==> src/rtl/sqrt_pkg.sv <==
// rtl/sqrt_pkg.sv - shared widths and result entry type for the sqrt result path
package sqrt_pkg;

  localparam int DEF_ROOT_WIDTH = 8;
  localparam int DEF_SEQ_WIDTH  = 4;
  localparam int DEF_DEPTH      = 4;

  // One buffered completion: the finished root and its sequence tag
  typedef struct packed {
    logic [DEF_ROOT_WIDTH-1:0] root;
    logic [DEF_SEQ_WIDTH-1:0]  seq;
  } entry_t;

endpackage

==> src/rtl/fifo_sync.sv <==
// rtl/fifo_sync.sv - single-clock first-word-fall-through FIFO with level count
module fifo_sync #(
  parameter int WIDTH = 12,
  parameter int DEPTH = 4
) (
  input  logic                     clk_i,
  input  logic                     rst_ni,
  input  logic                     push_i,
  input  logic                     pop_i,
  input  logic [WIDTH-1:0]         wdata_i,
  output logic [WIDTH-1:0]         rdata_o,
  output logic [$clog2(DEPTH):0]   level_o,
  output logic                     full_o,
  output logic                     empty_o
);

  localparam int PW = $clog2(DEPTH);
  localparam int LW = PW + 1;

  logic [WIDTH-1:0] mem_q [DEPTH];
  logic [PW-1:0]    wr_ptr_q, wr_ptr_d;
  logic [PW-1:0]    rd_ptr_q, rd_ptr_d;
  logic [LW-1:0]    level_q, level_d;

  // Pointer and level update; pointers wrap naturally since DEPTH is a power of two
  always_comb begin
    wr_ptr_d = wr_ptr_q;
    rd_ptr_d = rd_ptr_q;
    level_d  = level_q;
    if (push_i) wr_ptr_d = wr_ptr_q + PW'(1);
    if (pop_i)  rd_ptr_d = rd_ptr_q + PW'(1);
    case ({push_i, pop_i})
      2'b10:   level_d = level_q + LW'(1);
      2'b01:   level_d = level_q - LW'(1);
      default: level_d = level_q;
    endcase
  end

  // Control state registers
  always_ff @(posedge clk_i or negedge rst_ni) begin
    if (!rst_ni) begin
      wr_ptr_q <= '0;
      rd_ptr_q <= '0;
      level_q  <= '0;
    end else begin
      wr_ptr_q <= wr_ptr_d;
      rd_ptr_q <= rd_ptr_d;
      level_q  <= level_d;
    end
  end

  // Storage array, deliberately not reset; reads are gated by level instead
  always_ff @(posedge clk_i) begin
    if (push_i) mem_q[wr_ptr_q] <= wdata_i;
  end

  assign empty_o = (level_q == '0);
  assign full_o  = (level_q == LW'(DEPTH));
  assign level_o = level_q;
  assign rdata_o = empty_o ? '0 : mem_q[rd_ptr_q];

endmodule

==> src/rtl/sqrt_result_buffer.sv <==
// rtl/sqrt_result_buffer.sv - captures, tags and buffers square-root completions
module sqrt_result_buffer
  import sqrt_pkg::*;
#(
  parameter int ROOT_WIDTH = DEF_ROOT_WIDTH,
  parameter int DEPTH      = DEF_DEPTH,
  parameter int SEQ_WIDTH  = DEF_SEQ_WIDTH
) (
  input  logic                     clk,
  input  logic                     rst_n,
  input  logic [ROOT_WIDTH-1:0]    root_i,
  input  logic                     done_i,
  output logic                     res_valid_o,
  input  logic                     res_ready_i,
  output logic [ROOT_WIDTH-1:0]    res_root_o,
  output logic [SEQ_WIDTH-1:0]     res_seq_o,
  output logic                     full_o,
  output logic [$clog2(DEPTH):0]   level_o,
  output logic                     overflow_o,
  input  logic                     clr_ovf_i
);

  localparam int EW = ROOT_WIDTH + SEQ_WIDTH;

  logic                 done_q;
  logic [SEQ_WIDTH-1:0] seq_q, seq_d;
  logic                 ovf_q, ovf_d;
  logic                 cap, pop, push, drop;
  logic                 fifo_full, fifo_empty;
  logic [EW-1:0]        head;

  // A completion is a 0->1 edge of done_i; full FIFO accepts only alongside a pop
  always_comb begin
    cap  = done_i & ~done_q;
    pop  = ~fifo_empty & res_ready_i;
    push = cap & (~fifo_full | pop);
    drop = cap & fifo_full & ~pop;
  end

  // Tag counter advances on every completion so dropped results leave a visible gap;
  // a drop in the same cycle as a clear keeps the overflow flag set
  always_comb begin
    seq_d = cap ? seq_q + SEQ_WIDTH'(1) : seq_q;
    ovf_d = ovf_q;
    if (clr_ovf_i) ovf_d = 1'b0;
    if (drop)      ovf_d = 1'b1;
  end

  // Edge detector resets high so a done_i already asserted at release is ignored
  always_ff @(posedge clk or negedge rst_n) begin
    if (!rst_n) begin
      done_q <= 1'b1;
      seq_q  <= '0;
      ovf_q  <= 1'b0;
    end else begin
      done_q <= done_i;
      seq_q  <= seq_d;
      ovf_q  <= ovf_d;
    end
  end

  fifo_sync #(
    .WIDTH (EW),
    .DEPTH (DEPTH)
  ) u_fifo (
    .clk_i   (clk),
    .rst_ni  (rst_n),
    .push_i  (push),
    .pop_i   (pop),
    .wdata_i ({root_i, seq_q}),
    .rdata_o (head),
    .level_o (level_o),
    .full_o  (fifo_full),
    .empty_o (fifo_empty)
  );

  assign res_valid_o = ~fifo_empty;
  assign res_root_o  = head[EW-1:SEQ_WIDTH];
  assign res_seq_o   = head[SEQ_WIDTH-1:0];
  assign full_o      = fifo_full;
  assign overflow_o  = ovf_q;

endmodule

==> config.mk <==
export PLATFORM = sky130hd
export DESIGN_NAME = sqrt_result_buffer
export DESIGN_NICKNAME = d
export VERILOG_FILES = /design/src/rtl/sqrt_pkg.sv /design/src/rtl/fifo_sync.sv /design/src/rtl/sqrt_result_buffer.sv
export SDC_FILE = /design/constraint.sdc
export NUM_CORES = 1
export LEC_CHECK = 0
export ABC_AREA = 0
export BUFFER_PORTS_ARGS = -buffer_cell sky130_fd_sc_hd__buf_4
export CORE_UTILIZATION = 30
export DETAILED_ROUTE_END_ITERATION = 10
export SYNTH_ARGS = -nofsm -noshare
export SYNTH_HDL_FRONTEND = slang
export SYNTH_SLANG_ARGS = --single-unit
==> constraint.sdc <==
create_clock -name clk -period 2.3 [get_ports clk]
set_input_delay 0.46 -clock clk [delete_from_list [all_inputs] [get_ports clk]]
set_output_delay 0.46 -clock clk [all_outputs]
set_load 0.05 [all_outputs]
Yosys cells after proc, flatten, opt, wreduce, memory -nomap -nowiden --
Memories as Yosys holds them, arrays and structs flattened. Index checks and enable logic that the tools add are counted.
Storage, ports and cells: register bits 13, RAM bits 48, bits of input ports 13, output and inout bits 18, word-level logic and storage cells 34, memories 1
Memories:
- u_fifo.mem_q | words 4, bits a word 12, read ports 1, clocked after memory_dff 0, wr ports 1, line fifo_sync.sv:20 | logic [WIDTH-1:0] mem_q [DEPTH];
Cells by class: add/subtract/negate cells 5, equality and inequality tests 3, multiplexer cells 6, bitwise operators 10, reductions and logical operators 3
Operators with widths (count):
- 12-bit 2-to-1 mux | 1
- 3-bit one-hot mux with 2 select lines | 1
- 1-bit AND | 5
- 2-bit by 1-bit adder with 2-bit output, second input constant | 2
- 4-bit by 1-bit adder with 4-bit output, second input constant | 1
- 1-bit 2-to-1 mux | 4
- 1-bit NOT | 4
- 2-bit nonzero test | 2
- 3-bit by 1-bit adder with 3-bit output, second input constant | 1
- 3-bit equality test, second input constant | 1
- 3-bit zero test | 1
- 3-bit by 1-bit subtractor with 3-bit output, second input constant | 1
- 2-bit by 1-bit equality test with 1-bit output, second input constant | 1
- 2-bit equality test, second input constant | 1
- 1-bit OR | 1

Longest topological paths before layout --
depth after elaboration 7, mapped depth 10, depth with buffers taken out 9

Modules after synthesis --
Synthesis repeated with hierarchy kept, for this count alone.
Unflattened totals: cells, all modules 136, area total of the unflattened synthesis 2560.0 sq um
By module, submodules not included:
- fifo_sync | instances 1, cells an instance 112, area each 2301.0 sq um
- sqrt_result_buffer | instances 1, cells an instance 24, area each 259.0 sq um

Least setup slack after synthesis --
OpenSTA, ideal clock, no wires.
path type register to output, start point reg u_fifo.level_q[0] (netlist: u_fifo.level_o[0]), end point out res_root_o[0], data arrival time 2001 ps, path slack -161 ps, stages on the path, launching flop included 4, path buffers 1, cells stage by stage dfrtp_1 > or3_1 > clkbuf_1 > and2_1
On the way: longest elaborated chain between the ends 2
RTL lines:
- from (decl) | line fifo_sync.sv:23 | logic [LW-1:0] level_q, level_d;
- from (signal assigned) | line fifo_sync.sv:48 | level_q <= level_d;
- 3-bit zero test | line fifo_sync.sv:57 | assign empty_o = (level_q == '0);
- 12-bit 2-to-1 mux | line fifo_sync.sv:60 | assign rdata_o = empty_o ? '0 : mem_q[rd_ptr_q];
- to (decl) | line sqrt_result_buffer.sv:15 | output logic [ROOT_WIDTH-1:0] res_root_o,
Every way passes these cells.

Worst setup path in the final report --
start point reg u_fifo.rd_ptr_q[0], end point out res_seq_o[0]
On the way: longest elaborated chain between the ends 2
RTL lines:
- from (decl) | line fifo_sync.sv:22 | logic [PW-1:0] rd_ptr_q, rd_ptr_d;
- from (signal assigned) | line fifo_sync.sv:47 | rd_ptr_q <= rd_ptr_d;
- memory 4 x 12 bit
- 12-bit 2-to-1 mux | line fifo_sync.sv:60
- to (decl) | line sqrt_result_buffer.sv:16 | output logic [SEQ_WIDTH-1:0] res_seq_o,
Every way passes these cells.

==> out/results.tsv <==
metric	value	unit
synthFlopType	edfxtp_1	
worstPathArrival	1.76	ns
fill_cells	747	
dpl.hpwl	2700	µm
cts_tree	yes	
grt_start_max_net_pins	15	
end_kind	primary output	
crit_end	res_seq_o[0]	
insertion_delay	0.34	ns
cp_cell_sequence	buf_12, mux4_2, and2_1, buf_4	
worstSetupStartpoint	u_fifo.rd_ptr_q[0]$_DFFE_PN0P_	
rr_startpoint	u_fifo.level_o[0]$_DFFE_PN0P_	
avgSynthCellArea	18.8	µm²
first_pass_iters	4	
dp_cells	263	
wl	4340	µm
ys_top_cells_by_area	edfxtp_1, dfrtp_1, mux4_2	
grt_pass1_vias	1330	
tightest_slew	0.682	ns
status	finished clean	
overflow	0	
power_density	1450	nW/µm²
yosys_warnings	0	
critPathMaxStageDelay	0.51	ns
ys_seq_area_frac	0.712	
num_vias	1235	
use_met1	0.133	
synth_fp_nets	152	
setup-tns-final	0	ns
leakage	1.16	nW
diodes	0	
die_y	93.0	µm
met3_usage	0.0431	
critical_path_class	reg -> out	
register_area	1770	µm²
slowest_stage	mux4_2	
core	7850	µm²
ys_types	25	
finalSetupViolations	0	
multiInputGateArea	658	µm²
synth-edff-count	48	
clk_path_buf_depth	2	
async_flop_share	0.213	
final-hold-violation-count	0	
yosysMostFrequentCell	edfxtp_1	
reg2regPathDepth	9	
fmax	450	MHz
yosys-top-cells-count	edfxtp_1, and2_1, dfrtp_1, mux4_2, inv_1	
synth_top_area_share	0.580	
report.final.slew_viol_count	0	
grt_pass1_wl	7000	µm
wl_per_cell	15.2	µm
vias_per_cell	4.32	
top_usage_layer	met2	
critical_path.max_fanout	12	
hp-class	in -> reg	
crit_required	1.84	ns
drv_cap	0	
use_met2	0.187	
io_pins	31	
fin_nets	199	
slew_headroom	0.546	
syn2layout_area_growth	25.6	%
antenna_left	0	
routabilityCongestion	0.669	
die_area	8650	µm²
die_x	93.0	µm
synth_seq_cells	61	
clkTransAtPathRegs	0.07	ns
finalPower	0.00453	W
cts_sinks	61	
port_buffers	30	
reg2reg_to	u_fifo.level_o[2]$_DFFE_PN0P_	
final_util	0.397	
layout-drive-gt1-share	0.424	
clock_skew	0.00664	ns
syn_inst	132	
cts_made_buffers	9	
antenna_found_initial	0	
first_iter_violations	35	
grt.total_usage	0.114	
cts.root.buffer_cell	clkbuf_8	
finalCriticalPeriod	2.22	ns
fin_cells	286	
peakVddDrop	0.000885	V
synth_largest_area_cell	edfxtp_1	
layout_worst_path_cycle_share	0.965	
cts_max_level	3	
min_from	done_i	
rows	32	
startpoint_type	flip-flop	
start_util	0.316	
rrSetupSlack	0.13	ns
drc	0	
synth_area	2480	µm²
==> where the power goes <==
group | switching, W | internal [W] | leakage, nW | total (W)
Combinational | 0.00119 | 0.000817 | 0.483 | 0.00201
Sequential | 0.000156 | 0.00145 | 0.585 | 0.00161
Clock | 0.000409 | 0.000498 | 0.0923 | 0.000907
Total | 0.00176 | 0.00277 | 1.16 | 0.00453
==> cell type report <==
type	count	area share
sequential	61	0.568
clock buffer	10	0.0409
tap	102	0.0409
clock inverter	6	0.0205
multi-input combinational	57	0.211
inverter	9	0.0108
timing repair buffer	41	0.108
==> metrics by stage <==
step | hold WS (ns) | worst slack (ns) | cell area [µm²]
CTS | 0.225 | 0.00411 | 3070
finish | 0.240 | 0.0798 | 3120
global route | 0.223 | -0.0132 | 3120
detailed placement | 0.320 | 0.0767 | 2870
global placement | 0.316 | 0.120 | 2870
floorplan | 0.164 | 0.0438 | 2490
==> timing repair <==
action,4_1_cts,5_1_grt
setup buffers,0,6
gates cloned,0,0
resized for setup,1,2
hold buffers,1,0
hold endpoints to repair,12,0
pin swaps,0,3
endpoints found under the setup margin,10,10
==> kinds of logic after synthesis <==
kind of cell | after synthesis | share of synthesized area
buffers and inverters | 14 | 0.0252
multiplexers | 15 | 0.123
flip-flops | 61 | 0.712
adder cells (fa/ha/maj) | 7 | 0.0383
AO/OA/AOI/OAI | 2 | 0.00957
XOR/XNOR | 9 | 0.0317
AND/OR/NAND/NOR | 24 | 0.0599
==> metal layers <==
metal	routed length, µm	vias to the layer above
met5	0	-
met4	74	0
met3	206	6
met2	2170	35
met1	1890	610
li1	-	584
==> layout by cell type (no fill, tap or decap), drive strengths merged <==
| cell | n |
|---|---|
| edfxtp | 48 |
| xnor2 | 5 |
| nor2 | 1 |
| clkinv | 3 |
| mux4 | 12 |
| ha | 6 |
| or3 | 1 |
| nand2 | 1 |
| dfstp | 1 |
| o32ai | 1 |
| and2 | 17 |
| dfrtp | 12 |
| clkinvlp | 2 |
| mux2i | 1 |
| buf | 40 |
| o21a | 1 |
| or3b | 1 |
| mux2 | 2 |
| nand3 | 1 |
| fa | 1 |
| dlygate4sd3 | 1 |
| clkbuf | 10 |
| nand4 | 1 |
| nor2b | 1 |
| bufinv | 1 |
| inv | 9 |
| xor2 | 4 |
==> worst min-delay path by stage <==
stage                     cells past startpoint                      to  slack [ns]
after global routing                          1        done_q$_DFF_PN1_        0.22
after global placement                        1  overflow_o$_DFFE_PN0P_        0.32
final                                         1        done_q$_DFF_PN1_        0.24
after floorplan                               0  overflow_o$_DFFE_PN0P_        0.16
after detailed placement                      1  overflow_o$_DFFE_PN0P_        0.32
after CTS                                     1        done_q$_DFF_PN1_        0.23
==> registers in the layout, summed over array words and instances (netlist names) <==
signal	flops
overflow_o	1
u_fifo.wr_ptr_q	2
u_fifo.mem_q	48
seq_q	4
done_q	1
u_fifo.level_o	3
u_fifo.rd_ptr_q	2
==> critical path: cells and delay by family (launching register included) <==
family / cells / cell delay (ns)
buf+inv: 2 / 0.35
mux: 1 / 0.51
flops: 1 / 0.39
simple gates: 1 / 0.17
No activity file was read; power rests on OpenSTA's default activity.
